--- src/rtl/fifo_tx_pkg.sv ---
// Shared definitions for the FIFO-fed UART transmitter: FSM state encoding
// and the serial line levels.
package fifo_tx_pkg;

    typedef enum logic [2:0] {
        IDLE  = 3'd0,
        POP   = 3'd1,
        WAIT  = 3'd2,
        START = 3'd3,
        DATA  = 3'd4,
        STOP  = 3'd5
    } TxState;

    localparam logic IDLE_LEVEL  = 1'b1;
    localparam logic START_LEVEL = 1'b0;

endpackage

--- src/rtl/baud_tick_gen.sv ---
// Bit-period counter: counts 0..CLKS_PER_BIT-1 and pulses tick on the last
// count of each bit period; clear holds it at zero between frames.
module baud_tick_gen #(
    parameter int CLKS_PER_BIT = 104
) (
    input  logic clk,
    input  logic reset,
    input  logic clear,
    output logic tick
);

    localparam int CNT_W = (CLKS_PER_BIT > 1) ? $clog2(CLKS_PER_BIT) : 1;
    localparam logic [CNT_W-1:0] LAST = CNT_W'(CLKS_PER_BIT - 1);

    logic [CNT_W-1:0] count_q, count_d;

    assign tick = !clear && (count_q == LAST);

    always_comb begin
        count_d = count_q + CNT_W'(1);
        if (clear || tick) begin
            count_d = '0;
        end
    end

    always_ff @(posedge clk or negedge reset) begin
        if (!reset) begin
            count_q <= '0;
        end else begin
            count_q <= count_d;
        end
    end

endmodule

--- src/rtl/fifo_uart_tx.sv ---
// UART transmitter that pulls bytes from an upstream FIFO and sends them as
// 8N1 (or 8N2) frames, LSB first, with the line idling high.
module fifo_uart_tx
    import fifo_tx_pkg::*;
#(
    parameter int CLKS_PER_BIT = 104,
    parameter int STOP_BITS    = 1
) (
    input  logic       clk,
    input  logic       reset,
    input  logic       enable,
    input  logic       fifo_empty,
    input  logic [7:0] fifo_data,
    output logic       fifo_pop,
    output logic       tx,
    output logic       busy
);

    localparam logic [2:0] LAST_STOP = 3'(STOP_BITS - 1);

    TxState     state_q, state_d;
    logic [7:0] shift_q, shift_d;
    logic [2:0] bitIdx_q, bitIdx_d;
    logic       tx_q, tx_d;
    logic       tick;
    logic       clearCnt;
    logic       startOk;

    assign startOk = enable && !fifo_empty;
    assign tx      = tx_q;

    baud_tick_gen #(
        .CLKS_PER_BIT(CLKS_PER_BIT)
    ) u_baud (
        .clk  (clk),
        .reset(reset),
        .clear(clearCnt),
        .tick (tick)
    );

    always_ff @(posedge clk or negedge reset) begin
        if (!reset) begin
            state_q  <= IDLE;
            shift_q  <= '0;
            bitIdx_q <= '0;
            tx_q     <= IDLE_LEVEL;
        end else begin
            state_q  <= state_d;
            shift_q  <= shift_d;
            bitIdx_q <= bitIdx_d;
            tx_q     <= tx_d;
        end
    end

    // bitIdx doubles as the stop-bit counter, so it is back at zero on leaving STOP
    always_comb begin
        state_d  = state_q;
        shift_d  = shift_q;
        bitIdx_d = bitIdx_q;
        unique case (state_q)
            IDLE: begin
                if (startOk) begin
                    state_d = POP;
                end
            end
            POP: begin
                state_d = WAIT;
            end
            WAIT: begin
                shift_d = fifo_data;
                state_d = START;
            end
            START: begin
                if (tick) begin
                    bitIdx_d = '0;
                    state_d  = DATA;
                end
            end
            DATA: begin
                if (tick) begin
                    shift_d  = {1'b0, shift_q[7:1]};
                    bitIdx_d = bitIdx_q + 3'd1;
                    if (bitIdx_q == 3'd7) begin
                        state_d = STOP;
                    end
                end
            end
            STOP: begin
                if (tick) begin
                    if (bitIdx_q == LAST_STOP) begin
                        bitIdx_d = '0;
                        state_d  = startOk ? POP : IDLE;
                    end else begin
                        bitIdx_d = bitIdx_q + 3'd1;
                    end
                end
            end
            default: begin
                state_d = IDLE;
            end
        endcase
    end

    // tx is registered from the upcoming state so the line level lines up with the state
    always_comb begin
        tx_d     = IDLE_LEVEL;
        clearCnt = (state_q == IDLE) || (state_q == POP) || (state_q == WAIT);
        fifo_pop = (state_q == POP);
        busy     = (state_q != IDLE);
        case (state_d)
            START:   tx_d = START_LEVEL;
            DATA:    tx_d = shift_d[0];
            default: tx_d = IDLE_LEVEL;
        endcase
    end

endmodule

--- config.mk ---
export PLATFORM = sky130hd
export DESIGN_NAME = fifo_uart_tx
export DESIGN_NICKNAME = d
export VERILOG_FILES = /design/src/rtl/fifo_tx_pkg.sv /design/src/rtl/baud_tick_gen.sv /design/src/rtl/fifo_uart_tx.sv
export SDC_FILE = /design/constraint.sdc
export NUM_CORES = 1
export LEC_CHECK = 0
export CAP_MARGIN = 10
export CORE_ASPECT_RATIO = 0.9
export CORE_MARGIN = 2
export CORE_UTILIZATION = 49
export DETAILED_ROUTE_END_ITERATION = 10
export PLACE_DENSITY = 0.82
export SETUP_SLACK_MARGIN = 0.05
export SYNTH_ARGS = -nofsm -noshare
export SYNTH_HDL_FRONTEND = slang
export SYNTH_HIERARCHICAL = 1
export SYNTH_SLANG_ARGS = --single-unit
--- constraint.sdc ---
create_clock -name clk -period 2.1 [get_ports clk]
set_input_delay 0.21 -clock clk [delete_from_list [all_inputs] [get_ports clk]]
set_output_delay 0.21 -clock clk [all_outputs]
set_load 0.005 [all_outputs]
==> run metrics, run 1 <==
Initial Util between 50 and 60%; syn nets between 100 and 150; IO Port Bufs 14; die height 51.17 um; Chip Width approximately 56 um; CTS tree yes; crit path kind reg -> out; setup violators final 0; final WL 2.483 mm; DR vias/cell between 5 and 6; routed vias 966; largest family of logic cells by synthesized area compound AO/OA/AOI/OAI gates; fmax 0.5069 GHz; Reg clk slew, reported paths between 100 and 150 ps; Area Overhead vs Synth 21.59%; GRT overflow 0; CTS Buf Count 3; area post-placement between 1000 and 1500 um2; Tot Pwr between 1.5 and 2 mW; Nets ~150; min-delay worst type in -> async; Crit. Startpoint state_q[0]; Clock Path Buffers 2; register area share after synthesis between 40% and 50%; largest net degree at the start of global routing 16; Non-Filler Instances 164; All-Layer GR Usage between 10% and 20%; worst-skew pair later-pin latency approximately 320 ps; skew final between 5 and 6 ps; root buf cell clkbuf_4; Avg Inst Size Synth between 10 and 15 um2; fill count ~200; Post-Synth Simple-Gate Area around 18%; end of the worst register-to-register path shift_q[5]; total core area roughly 2400 um2; Adder-Cell Fraction of Synth Area between 4 and 5%; GPL Wtd Cong 0.7890; HPWL after detailed placement 1.746 mm; Async SR Flop Fraction 100.0%; area of the multi-input gates between 500 and 600 um2; Fin Setup TNS 0 ps; Worst-Margin Slew approximately 950 ps; drt wl/cell 15.14 um; Crit path required time 1890 ps; post-synth cell types 38; worst-case vdd ir drop about 0.00075 V; Sequential cell area 551.8 um2; initial antenna violation count 0; Cells after DPL about 160; layout cell share with drive strength beyond 1 between 10% and 20%; XOR/XNOR Fraction of Synth Area between 2 and 2.5%; LEAKAGE 0.6072 nW; reg2reg start u_baud/count_q[0]; max-cap violation count 0; Main synth FF type dfrtp_1; FP Rows 17; CP Capture Type output pin; status finished, final reports clean; die area 2886 um2; maximum fanout along the worst path 15; Post-synth EDFFs 0; Worst Setup Start Kind register; crit path DAT around 1800 ps; RSZ-0062 raised after global routing true; max-slew violations 0; Ys Warns 6; Ports 15; Post-Syn Area between 1000 and 1500 um2; ANT cells 0; post-synthesis mux area share 0%; pwr/cell area roughly 1000 nW/um2; commonest non-fill, non-tap cells in the layout 21 x dfrtp_1, 14 x clkdlybuf4s50_1, 10 x buf_4; Mapped Cells ~110; Reg2Reg Depth 7; flop2flop setup slack 210 ps; Post-route DRC 0; post-synthesis compound-gate area fraction between 20% and 30%; 1st-pass router iterations 4; DRT iter0 DRCs 33; Fin. Hold Viols 0; vias in the first global route 911; CTS sink cnt 22; Critical Path End fifo_pop; Period Utilization, post-route 93.94%; minimum clock period 1973 ps; H-tree depth 1; first-pass GRT wire length 4.153 mm; Final Instance Area roughly 1500 um2; Rel. slew slack a little under two fifths; commonest non-fill, non-tap cell in the layout dfrtp_1; Synth Register Bits 22; Routed Antenna Nets 0
-- Yosys cell counts (2+ instances only) --
cell | n | area, um2
dfrtp_1 | 21 | 525.5
inv_1 | 9 | 33.78
a21oi_1 | 7 | 35.03
nor2_1 | 7 | 26.28
o2bb2ai_1 | 7 | 61.31
a22oi_2 | 6 | 75.07
nand3_1 | 6 | 30.03
ha_1 | 4 | 50.05
o21ai_0 | 4 | 20.02
o31ai_1 | 4 | 30.03
nand2b_1 | 3 | 18.77
nor2b_1 | 3 | 18.77
buf_2 | 2 | 10.01
buf_6 | 2 | 22.52
nand3b_1 | 2 | 15.01
nor3_1 | 2 | 10.01
or3_1 | 2 | 12.51
or4b_1 | 2 | 20.02
xnor2_1 | 2 | 17.52
-- kinds of logic (layout without fill, tap and decap cells) --
kind of cell / count (synthesis) / after routing
XOR/XNOR: 3 / 3
AO/OA/AOI/OAI: 35 / 35
adder cells (fa/ha/maj): 4 / 4
buffers and inverters: 15 / 37
AND/OR/NAND/NOR: 35 / 35
flip-flops: 22 / 22
-- sequential cells by signal, indices dropped and copies added, names as in the netlist --
register	cells
shift_q	8
state_q	3
tx	1
u_baud/count_q	7
bitIdx_q	3
-- what timing repair did --
action / CTS / global route
setup endpoints to repair: 0 / 8
resized for setup: 0 / 2
buffers inserted: 0 / 2
hold buffers: 0 / 0
-- worst min path at each step --
stage	start	end	slack, ps	cells after the start
6_report	reset	shift_q[3]	180	1
5_1_grt	reset	shift_q[3]	210	1
4_1_cts	reset	shift_q[0]	200	1
2_1_floorplan	reset	bitIdx_q[0]	-90	0
3_5_place_dp	u_baud/count_q[0]	u_baud/count_q[0]	460	1
3_3_place_gp	u_baud/count_q[0]	u_baud/count_q[0]	440	1
-- per-layer routing --
metal / track usage [%] / part of all wire (%) / vias up
met3: 7.595 / 5.4 / 5
met5: 0 / 0 / -
met1: 23.75 / 46 / 471
met4: 5.159 / 1.9 / 0
li1: - / - / 467
met2: 31.37 / 46 / 23
-- critical path, cell delays in order (launching register included) --
cell             delay (ps)
dfrtp_1                 370
buf_4                   210
clkinvlp_4              140
nor3_1                  200
clkdlybuf4s50_1         530
-- stage by stage --
stage               worst slack (ps)  util [%]  hold slack, ps
global route                   19.39     61.27           208.8
floorplan                      159.3         -          -85.59
CTS                            74.97     60.12           203.6
finish                         127.3     61.27           181.1
detailed placement             157.5     58.62           464.1
global placement               258.0     58.62           442.8
-- area by class of cell --
class / count / share of cell area [%]
Inverter: 9 / 2.549
Tap cell: 28 / 2.379
Multi-Input combinational cell: 77 / 40.53
Timing Repair Buffer: 24 / 14.61
Clock buffer: 4 / 2.464
Sequential cell: 22 / 37.47
-- power by group --
group          switching [mW]  total (mW)  internal [mW]
clock network           0.134       0.241          0.106
logic                   0.303       0.586          0.283
registers               0.141       0.716          0.575
total                   0.579        1.54          0.964
Note: power is estimated with default switching activity, not from simulation.
==> inputs of run 2 (changes only) <==
Settings changed: PLACE_DENSITY 0.82 to 0.75.
==> run metrics, run 2 (synthesis results as in run 1) <==
CTS Buf Count 3; # resized after CTS 0; first-pass GRT wire length 4.284 mm; Reg clk slew, reported paths ~130 ps; commonest non-fill, non-tap cells in the layout 21 x dfrtp_1, 14 x clkdlybuf4s50_1, 9 x inv_1; fill count roughly 200; sequential power share ~47%; initial antenna violation count 0; largest net degree at the start of global routing 23; Crit path required time 1890 ps; vias in the first global route 924; min-delay worst type in -> async; reg2reg start u_baud/count_q[0]; ANT cells 0; die height a little over 50 um; 1st-pass router iterations 4; commonest non-fill, non-tap cell in the layout dfrtp_1; CTS tree yes; Logic pwr share about 37%; Fin. Hold Viols 0; fmax just over 0.5 GHz; Chip Width 56.41 um; area of the multi-input gates between 500 and 600 um2; CTS sink cnt 22; Worst-Margin Slew around 1000 ps; pre-CTS worst setup slack approximately 220 ps; hold_ws 223.2 ps; minimum clock period slightly below 2000 ps; Clock Path Buffers 2; max-slew violations 0; Initial Util approximately half; Non-Filler Instances about 160; Clk pwr share between 10% and 20%; final WL around 2.4 mm; Post-route DRC 0; Switching Fraction a little over a third; Final Instance Area ~1400 um2; Fin Setup TNS 0 ps; Routed Antenna Nets 0; Period Utilization, post-route 91.72%; end of the worst register-to-register path shift_q[4]; PnR worst setup slack around 170 ps; LEAKAGE a little over 0.6 nW; worst-skew pair later-pin latency ~310 ps; crit path DAT 1720 ps; Cells after DPL between 150 and 200; maximum fanout along the worst path 15; Post-CTS Hold Buffers 0; Top reg by flops shift_q; GRT overflow 0; Crit path max-delay family buffers and inverters; DR vias/cell 5.802; Nets about 150; worst-case vdd ir drop 0.0007701 V; skew final 7.675 ps; Reg2Reg Depth 7; pwr/cell area 1042 nW/um2; layout cell share with drive strength beyond 1 17.91%; root buf cell clkbuf_4; Sequential cell area roughly 550 um2; GPL Wtd Cong 0.7937; Worst path slowest cell clkdlybuf4s50_1; Buffers & Inverters on Critical Path 2; Tot Pwr ~1.5 mW; FP Rows 17; Area Overhead vs Synth 19.32%; HPWL after detailed placement roughly 1.8 mm; area post-placement 1409 um2; Post-CTS Setup Bufs 0; Psw approximately 0.55 mW; Int Power 0.9552 mW; Ports 15; CP peak stage delay between 400 and 500 ps; utilization after layout 60.12%; total core area approximately 2400 um2; drt wl/cell 14.90 um; Worst Setup Start Kind register; flop2flop setup slack about 210 ps; die area approximately 2900 um2; CP Capture Type output pin; Critical Path, Cell by Cell buf_4, or3_1, clkdlybuf4s50_1; IO Port Bufs 14; RSZ-0062 raised after global routing false; max-cap violation count 0; H-tree depth 1; All-Layer GR Usage 19.22%; crit path kind reg -> out; DRT iter0 DRCs 21; routed vias 940; setup violators final 0; biggest regs shift_q: 8 flops, u_baud/count_q: 7 flops; Largest register FFs 8; Rel. slew slack 32.86%; status finished, final reports clean
run 2: cell types whose count changed in the layout (fill, tap and decap cells not counted), sizes merged:
cell / delta
clkinvlp: -1
inv: +1
buf: -2
run 2: power groups by stage:
| stage | Sequential [mW] | Clock, mW | Combinational, mW |
|---|---|---|---|
| finish | 0.708 | 0.239 | 0.559 |
| global route | 0.726 | 0.255 | 0.632 |
| global placement | 0.708 | 0 | 0.536 |
| CTS | 0.707 | 0.241 | 0.561 |
| detailed placement | 0.716 | 0 | 0.557 |
| floorplan | 0.672 | 0 | 0.430 |
run 2: how the worst max path moves through the flow:
| stage | from | end | slack [ps] | cells after the start |
|---|---|---|---|---|
| finish | state_q[0] | busy | 170 | 3 |
| global route | u_baud/count_q[0] | tx | 50 | 6 |
| CTS | state_q[0] | busy | 170 | 3 |
| detailed placement | u_baud/count_q[0] | shift_q[6] | 220 | 7 |
| global placement | u_baud/count_q[0] | tx | 310 | 6 |
| floorplan | state_q[0] | tx | 160 | 6 |
run 2: area by class of cell:
type                       instances  area share (%)
clock buffer                       4           2.511
inverter                           9           2.338
multi-input combinational         77           40.69
sequential                        22           38.18
tap                               28           2.424
timing repair buffer              22           13.85
run 2: layer usage:
| metal | global-route usage (%) | wire [um] |
|---|---|---|
| met5 | 0 | 0 |
| met4 | 7.143 | 26 |
| met3 | 2.532 | 52 |
| met2 | 32.16 | 1135 |
| met1 | 25.60 | 1199 |
run 2: worst register-to-register path, stage by stage, from the launching register on:
cell,delay [ps]
dfrtp_1,400
ha_1,240
nand3_2,130
nor4_2,290
and3b_2,350
buf_4,190
a22oi_2,50
o2bb2ai_1,180
==> inputs of run 3 (changes only) <==
Settings changed: ABC_CLOCK_PERIOD_IN_PS set to 2100.
==> results of run 3 <==
Final layout, timing and power as in run 2 (identical DEF).
